[config.mk]
export PLATFORM = sky130hd
export DESIGN_NAME = sonic_dma_desc_fetch
export DESIGN_NICKNAME = d
export VERILOG_FILES = /design/src/rtl/sonic_dma_desc_fetch.sv
export SDC_FILE = /design/constraint.sdc
export NUM_CORES = 1
export LEC_CHECK = 0
export BUFFER_PORTS_ARGS = -buffer_cell sky130_fd_sc_hd__buf_2
export CORE_MARGIN = 2
export CORE_UTILIZATION = 40
export CTS_CLUSTER_DIAMETER = 120
export DETAILED_ROUTE_END_ITERATION = 16
export PLACE_DENSITY = 0.72
export SYNTH_ARGS = -nofsm -noshare
export SYNTH_HDL_FRONTEND = slang
export SYNTH_SLANG_ARGS = --single-unit
[constraint.sdc]
create_clock -name i_clk_in -period 6.9 [get_ports i_clk_in]
set_clock_uncertainty 0.1 [all_clocks]
set_input_delay 1.38 -clock i_clk_in [delete_from_list [all_inputs] [get_ports i_clk_in]]
set_output_delay 1.38 -clock i_clk_in [all_outputs]
set_load 0.03 [all_outputs]
[src/rtl/sonic_dma_desc_fetch.sv]
// Descriptor fetch engine: issues burst reads of 4-DW descriptors from the RC table and
// tracks completions. Optional completion watchdog enabled by SONIC_DESC_FETCH_TIMEOUT_EN.
module sonic_dma_desc_fetch #(
  parameter int unsigned MAX_BURST = 8,
  parameter int unsigned TO_CYCLES = 65535
) (
  input  logic        i_clk_in,
  input  logic        i_rst,
  input  logic        i_init,
  input  logic [15:0] i_dt_size,
  input  logic [63:0] i_dt_base_rc,
  input  logic [15:0] i_dt_rc_last,
  output logic        o_rd_req,
  input  logic        i_rd_ack,
  output logic [63:0] o_rd_addr,
  output logic [9:0]  o_rd_len_dw,
  output logic        o_rd_3dw,
  input  logic        i_cpl_desc_valid,
  output logic [15:0] o_ep_last,
  output logic        o_ep_last_upd,
  output logic        o_err_unexp_cpl,
  output logic        o_timeout_err
);

  typedef enum logic [1:0] {StIdle, StReq, StWaitCpl} state_t;

  localparam logic [16:0] MaxBurst = 17'(MAX_BURST);

  state_t      r_state, w_state_nxt;
  logic [15:0] r_last_fetched, w_last_fetched_nxt;
  logic [15:0] r_next, w_next_nxt;
  logic [5:0]  r_count, w_count_nxt;
  logic [5:0]  r_rcv, w_rcv_nxt;
  logic        r_rd_req, w_rd_req_nxt;
  logic [63:0] r_rd_addr, w_rd_addr_nxt;
  logic [9:0]  r_rd_len_dw, w_rd_len_dw_nxt;
  logic        r_rd_3dw, w_rd_3dw_nxt;
  logic [15:0] r_ep_last, w_ep_last_nxt;
  logic        r_ep_last_upd, w_ep_last_upd_nxt;
  logic        r_err_unexp, w_err_unexp_nxt;

  // Burst sizing for the next fetch, evaluated from the live table pointers in IDLE
  logic [15:0] w_next;
  logic [16:0] w_to_end, w_raw, w_clamp1, w_clamp2;
  logic [5:0]  w_count;
  logic [63:0] w_addr;
  logic [5:0]  w_rcv_inc;
  logic [15:0] w_done_idx;

  assign w_next    = (r_last_fetched >= i_dt_size) ? 16'd0 : r_last_fetched + 16'd1;
  assign w_to_end  = {1'b0, i_dt_size} - {1'b0, w_next} + 17'd1;
  assign w_raw     = (w_next <= i_dt_rc_last) ? ({1'b0, i_dt_rc_last} - {1'b0, w_next} + 17'd1)
                                              : w_to_end;
  assign w_clamp1  = (w_raw > w_to_end) ? w_to_end : w_raw;
  assign w_clamp2  = (w_clamp1 > MaxBurst) ? MaxBurst : w_clamp1;
  assign w_count   = 6'(w_clamp2);
  assign w_addr    = i_dt_base_rc + 64'd16 + ({48'd0, w_next} << 4);
  assign w_rcv_inc = r_rcv + 6'd1;
  assign w_done_idx = r_next + {10'd0, r_count} - 16'd1;

`ifdef SONIC_DESC_FETCH_TIMEOUT_EN
  logic [31:0] r_to_cnt, w_to_cnt_nxt;
  logic        r_timeout_err, w_timeout_err_nxt;
  assign o_timeout_err = r_timeout_err;
`else
  logic w_unused_to_cycles;
  assign w_unused_to_cycles = (TO_CYCLES != 0);
  assign o_timeout_err      = 1'b0;
`endif

  always_comb begin
    w_state_nxt        = r_state;
    w_last_fetched_nxt = r_last_fetched;
    w_next_nxt         = r_next;
    w_count_nxt        = r_count;
    w_rcv_nxt          = r_rcv;
    w_rd_req_nxt       = r_rd_req;
    w_rd_addr_nxt      = r_rd_addr;
    w_rd_len_dw_nxt    = r_rd_len_dw;
    w_rd_3dw_nxt       = r_rd_3dw;
    w_ep_last_nxt      = r_ep_last;
    w_ep_last_upd_nxt  = 1'b0;
    w_err_unexp_nxt    = r_err_unexp;
`ifdef SONIC_DESC_FETCH_TIMEOUT_EN
    w_to_cnt_nxt       = r_to_cnt;
    w_timeout_err_nxt  = r_timeout_err;
`endif
    if (i_init) begin
      // Pointer parks on the last entry so the first fetch after init starts at index 0
      w_state_nxt        = StIdle;
      w_last_fetched_nxt = i_dt_size;
      w_rcv_nxt          = 6'd0;
      w_rd_req_nxt       = 1'b0;
      w_err_unexp_nxt    = 1'b0;
`ifdef SONIC_DESC_FETCH_TIMEOUT_EN
      w_to_cnt_nxt       = 32'd0;
      w_timeout_err_nxt  = 1'b0;
`endif
    end else begin
      if (i_cpl_desc_valid && (r_state != StWaitCpl)) w_err_unexp_nxt = 1'b1;
      unique case (r_state)
        StIdle: begin
          if (r_last_fetched != i_dt_rc_last) begin
            w_state_nxt     = StReq;
            w_next_nxt      = w_next;
            w_count_nxt     = w_count;
            w_rcv_nxt       = 6'd0;
            w_rd_req_nxt    = 1'b1;
            w_rd_addr_nxt   = w_addr;
            w_rd_len_dw_nxt = {2'b00, w_count, 2'b00};
            w_rd_3dw_nxt    = (w_addr[63:32] == 32'd0);
          end
        end
        StReq: begin
          if (i_rd_ack) begin
            w_rd_req_nxt = 1'b0;
            w_state_nxt  = StWaitCpl;
`ifdef SONIC_DESC_FETCH_TIMEOUT_EN
            w_to_cnt_nxt = 32'd0;
`endif
          end
        end
        StWaitCpl: begin
          if (i_cpl_desc_valid) begin
`ifdef SONIC_DESC_FETCH_TIMEOUT_EN
            w_to_cnt_nxt = 32'd0;
`endif
            if (w_rcv_inc == r_count) begin
              w_last_fetched_nxt = w_done_idx;
              w_ep_last_nxt      = w_done_idx;
              w_ep_last_upd_nxt  = 1'b1;
              w_rcv_nxt          = 6'd0;
              w_state_nxt        = StIdle;
            end else begin
              w_rcv_nxt = w_rcv_inc;
            end
          end
`ifdef SONIC_DESC_FETCH_TIMEOUT_EN
          else if (r_to_cnt == (TO_CYCLES - 32'd1)) begin
            // Drop the partial burst and reissue the identical request
            w_timeout_err_nxt = 1'b1;
            w_rcv_nxt         = 6'd0;
            w_to_cnt_nxt      = 32'd0;
            w_rd_req_nxt      = 1'b1;
            w_state_nxt       = StReq;
          end else begin
            w_to_cnt_nxt = r_to_cnt + 32'd1;
          end
`endif
        end
        default: w_state_nxt = StIdle;
      endcase
    end
  end

  always_ff @(posedge i_clk_in or posedge i_rst) begin
    if (i_rst) begin
      r_state        <= StIdle;
      r_last_fetched <= 16'd0;
      r_next         <= 16'd0;
      r_count        <= 6'd0;
      r_rcv          <= 6'd0;
      r_rd_req       <= 1'b0;
      r_rd_addr      <= 64'd0;
      r_rd_len_dw    <= 10'd0;
      r_rd_3dw       <= 1'b0;
      r_ep_last      <= 16'd0;
      r_ep_last_upd  <= 1'b0;
      r_err_unexp    <= 1'b0;
`ifdef SONIC_DESC_FETCH_TIMEOUT_EN
      r_to_cnt       <= 32'd0;
      r_timeout_err  <= 1'b0;
`endif
    end else begin
      r_state        <= w_state_nxt;
      r_last_fetched <= w_last_fetched_nxt;
      r_next         <= w_next_nxt;
      r_count        <= w_count_nxt;
      r_rcv          <= w_rcv_nxt;
      r_rd_req       <= w_rd_req_nxt;
      r_rd_addr      <= w_rd_addr_nxt;
      r_rd_len_dw    <= w_rd_len_dw_nxt;
      r_rd_3dw       <= w_rd_3dw_nxt;
      r_ep_last      <= w_ep_last_nxt;
      r_ep_last_upd  <= w_ep_last_upd_nxt;
      r_err_unexp    <= w_err_unexp_nxt;
`ifdef SONIC_DESC_FETCH_TIMEOUT_EN
      r_to_cnt       <= w_to_cnt_nxt;
      r_timeout_err  <= w_timeout_err_nxt;
`endif
    end
  end

  assign o_rd_req        = r_rd_req;
  assign o_rd_addr       = r_rd_addr;
  assign o_rd_len_dw     = r_rd_len_dw;
  assign o_rd_3dw        = r_rd_3dw;
  assign o_ep_last       = r_ep_last;
  assign o_ep_last_upd   = r_ep_last_upd;
  assign o_err_unexp_cpl = r_err_unexp;

endmodule
==> run_results.csv <==
group,metric,value,unit
clock_network,clk_pin_slew,60,ps
synthesis,synthCells,1429,
grt,grt_usage,25.1,%
timing,maxSlewHeadroom,25.6,%
clock_network,cts-root-buf,"clkbuf_16",
clock_network,clk_latency,440,ps
layout,syn_to_final_growth,32.5,%
place,gp_congestion,0.952,
floorplanning,die_h,177,um
layout,postLayoutCoreUtil,53.6,%
synthesis,synth_top_area_share,27.3,%
setup_path,endpoint,"r_count[3]",
setup_path,worst-path-stages,35,
place,portBuffers,190,
floorplanning,start_util,40.5,%
route,drc,0,
grt,grt_overflow,0,
clock_network,cts_tree,"yes",
pwr,switching_share,42.1,%
synthesis,async_reset_ff_share,100,%
place,dp_slack,-591,ps
floorplanning,coreArea,0.0295,mm2
synthesis,yosysMostFrequentCell,"nand2_1",
pwr,p_switching,2.02,mW
setup_path,critPathLaunchType,"input pin",
timing,final_hold_viol_count,0,
grt,antenna_found_initial,6,
grt,grt_first_pass_wirelength,61500,um
synthesis,synth_seq_cells,130,
pwr,power,4.80,mW
route,drtIter0Drc,763,
job,maxCapViolCount,0,
timing,min_period,6860,ps
timing,setup_viol,0,
pwr,leakagePower,7.93,nW
clock_network,ctsHoldBuffers,0,
grt,grt_max_degree,92,
setup_path,critPathMaxFanout,7,
setup_path,rr_endpoint,"r_count[3]",
grt,grt_pass1_vias,11900,
setup_path,critical-path-max-stage-delay,380,ps
place,place_area,0.0148,mm2
synthesis,synth.avg_cell_area,8.35,um2
synthesis,seq_area_frac_synth,27.3,%
setup_path,cp_data_required_time,7120,ps
route,ant_nets,0,
timing,hold_slack,371,ps
clock_network,cts_buffers,17,
setup_path,worstSetupEndpointType,"flop",
pwr,clkPwrFrac,20.7,%
layout,nNetsFinal,2065,
setup_path,path_common_cell,"ha_4",
timing,rsz0062_at_grt,"yes",
route,viasPerCell,5.35,
timing,fmax,146,MHz
setup_path,cp-startpoint,"i_dt_size[0]",
place,dpl.hpwl,31000,um
setup_path,path_buf_inv,8,
floorplanning,die_w,177,um
min_path,hold_class,"flop to flop",
floorplanning,die_area,0.0312,mm2
status,status,"completed",
timing,report.final.slew_viol_count,0,
layout,fillCellCount,2739,
timing,worstMarginPinSlew,1100,ps
route,wl_per_cell,17.5,um
clock_network,htreeDepth,4,
route,wl,38500,um
pwr,powerDensity,304,mW/mm2
pwr,ir_drop,0.201,mV
setup_path,critPathTopFamily,"compound AO/OA/AOI/OAI gates",
timing,setup_slack,35.9,ps
synthesis,synth_cell_types,79,
synthesis,yosysTopAreaCell,"dfrtp_1",
setup_path,worstSetupPathType,"input pin to flop",
setup_path,r2r_cells,35,
floorplanning,ioPinCount,196,
clock_network,cts.path.max_buffers,2,
synthesis,synth_common_cells,"198 x nand2_1, 165 x ha_1, 130 x dfrtp_1",
synthesis,synth_area,0.0119,mm2
timing,post-route-period-util,99.5,%
route,dr_total_vias,11800,
synthesis,synth.area.top_cells,"dfrtp_1 27%, ha_1 17%, nand2_1 6.2%",
layout,drive_gt1_share,28.9,%
pwr,p_int,2.78,mW
route,first_pass_iters,5,
floorplanning,rows,63,
pwr,sequentialPowerShare,20.4,%
pwr,p_comb_share,59.0,%
clock_network,cts_sinks,130,
synthesis,synth_flop_cell,"dfrtp_1",
setup_path,r2r_slack,540,ps
setup_path,cpMaxStageDelayCell,"fa_2",
synthesis,synth_warnings,0,
setup_path,reg2reg_from,"r_last_fetched[0]",
setup_path,critPathArrivalTime,7080,ps
layout,final_area,0.0158,mm2
synthesis,synth_edf_count,0,
timing repair:
action | 4_1_cts | 5_1_grt
buffers inserted | 4 | 9
hold endpoints to repair | 0 | 0
endpoints found under the setup margin | 4 | 4
resized for setup | 13 | 46
pin swaps | 10 | 22
registers in the layout, indices dropped and copies added (netlist names):
register,flops
r_count,6
o_ep_last,16
o_rd_3dw,1
o_ep_last_upd,1
o_rd_req,1
o_err_unexp_cpl,1
r_state,2
o_rd_addr,64
r_rcv,6
r_last_fetched,16
r_next,16
stage by stage:
stage                     TNS [ps]  cells
final                            0   2200
after global routing          -452   2198
after CTS                        0   2189
after detailed placement     -2100   2153
after global placement       -1680   2153
after floorplan               -105   1433
placed cells by master, fill, tap and decap left out, types with 6 or more instances in the layout:
| cell | instances |
|---|---|
| a22oi_1 | 7 |
| a21oi_2 | 15 |
| nor2_1 | 76 |
| dfrtp_1 | 130 |
| or2_2 | 6 |
| ha_4 | 7 |
| mux2i_1 | 16 |
| a21oi_1 | 61 |
| buf_4 | 197 |
| and3_1 | 20 |
| a211oi_1 | 11 |
| o21a_1 | 10 |
| xnor2_1 | 75 |
| o21ai_1 | 10 |
| buf_2 | 189 |
| nor2b_1 | 9 |
| nand3_1 | 41 |
| nor3_1 | 17 |
| o211ai_1 | 14 |
| inv_1 | 115 |
| a21o_1 | 29 |
| nand4_1 | 27 |
| o21ai_0 | 99 |
| xor2_1 | 51 |
| o31ai_1 | 8 |
| nand2_1 | 196 |
| ha_1 | 157 |
| clkbuf_16 | 17 |
| nor4_1 | 6 |
| mux2_2 | 16 |
worst min path at each step:
stage | start | end | depth (start not counted) | slack (ps)
after floorplan | r_rcv[5] | r_rcv[5] | 2 | 370
after global routing | o_ep_last[9] | o_ep_last[9] | 1 | 380
final | o_ep_last[4] | o_ep_last[4] | 2 | 370
after detailed placement | o_rd_addr[1] | o_rd_addr[1] | 2 | 360
after global placement | o_rd_addr[1] | o_rd_addr[1] | 2 | 350
after CTS | o_rd_addr[1] | o_rd_addr[1] | 2 | 370
per-layer routing:
| layer | global-route usage, % | part of all wire (%) |
|---|---|---|
| met3 | 5.73 | 6.9 |
| met4 | 8.33 | 3.1 |
| met2 | 42.3 | 47 |
| met5 | 0 | 0.11 |
| met1 | 31.6 | 43 |
power by group through the flow:
stage / registers [mW] / clock network [mW] / logic [mW]
after CTS: 0.979 / 1.01 / 2.70
final: 0.979 / 0.992 / 2.83
after floorplan: 1.17 / 0 / 1.45
after global placement: 0.985 / 0 / 2.59
after global routing: 0.997 / 1.04 / 3.12
after detailed placement: 0.990 / 0 / 2.63
cell type report:
type / instances / area (um2) / area share [%]
clock inverter: 12 / 178 / 1.12
inverter: 120 / 458 / 2.90
timing repair buffer: 392 / 2510 / 15.9
multi-input combinational: 1134 / 8440 / 53.5
sequential: 130 / 3250 / 20.6
antenna: 2 / 5.00 / 0.0317
clock buffer: 20 / 457 / 2.89
tap: 390 / 488 / 3.09
worst register-to-register path: cells and delay by family (launching register included):
family                   cells  cell delay [ps]
flip-flops                   1              370
AO/OA/AOI/OAI               12             2290
AND/OR/NAND/NOR              7              780
XOR/XNOR                     1              230
buffers and inverters        8              860
adder cells (fa/ha/maj)      5             1170
multiplexers                 2              430
kinds of logic after synthesis:
family | count (synthesis) | synth area share [%]
AOI/OAI and AO/OA | 343 | 18.6
and+or+nand+nor | 453 | 18.0
xor gates and xnor gates | 129 | 9.47
other | 1 | 0.0314
adders and majority gates | 169 | 18.0
muxes | 35 | 3.14
DFF | 130 | 27.3
buffers and inverters | 169 | 5.54
Power figures use the tool's default switching activity.
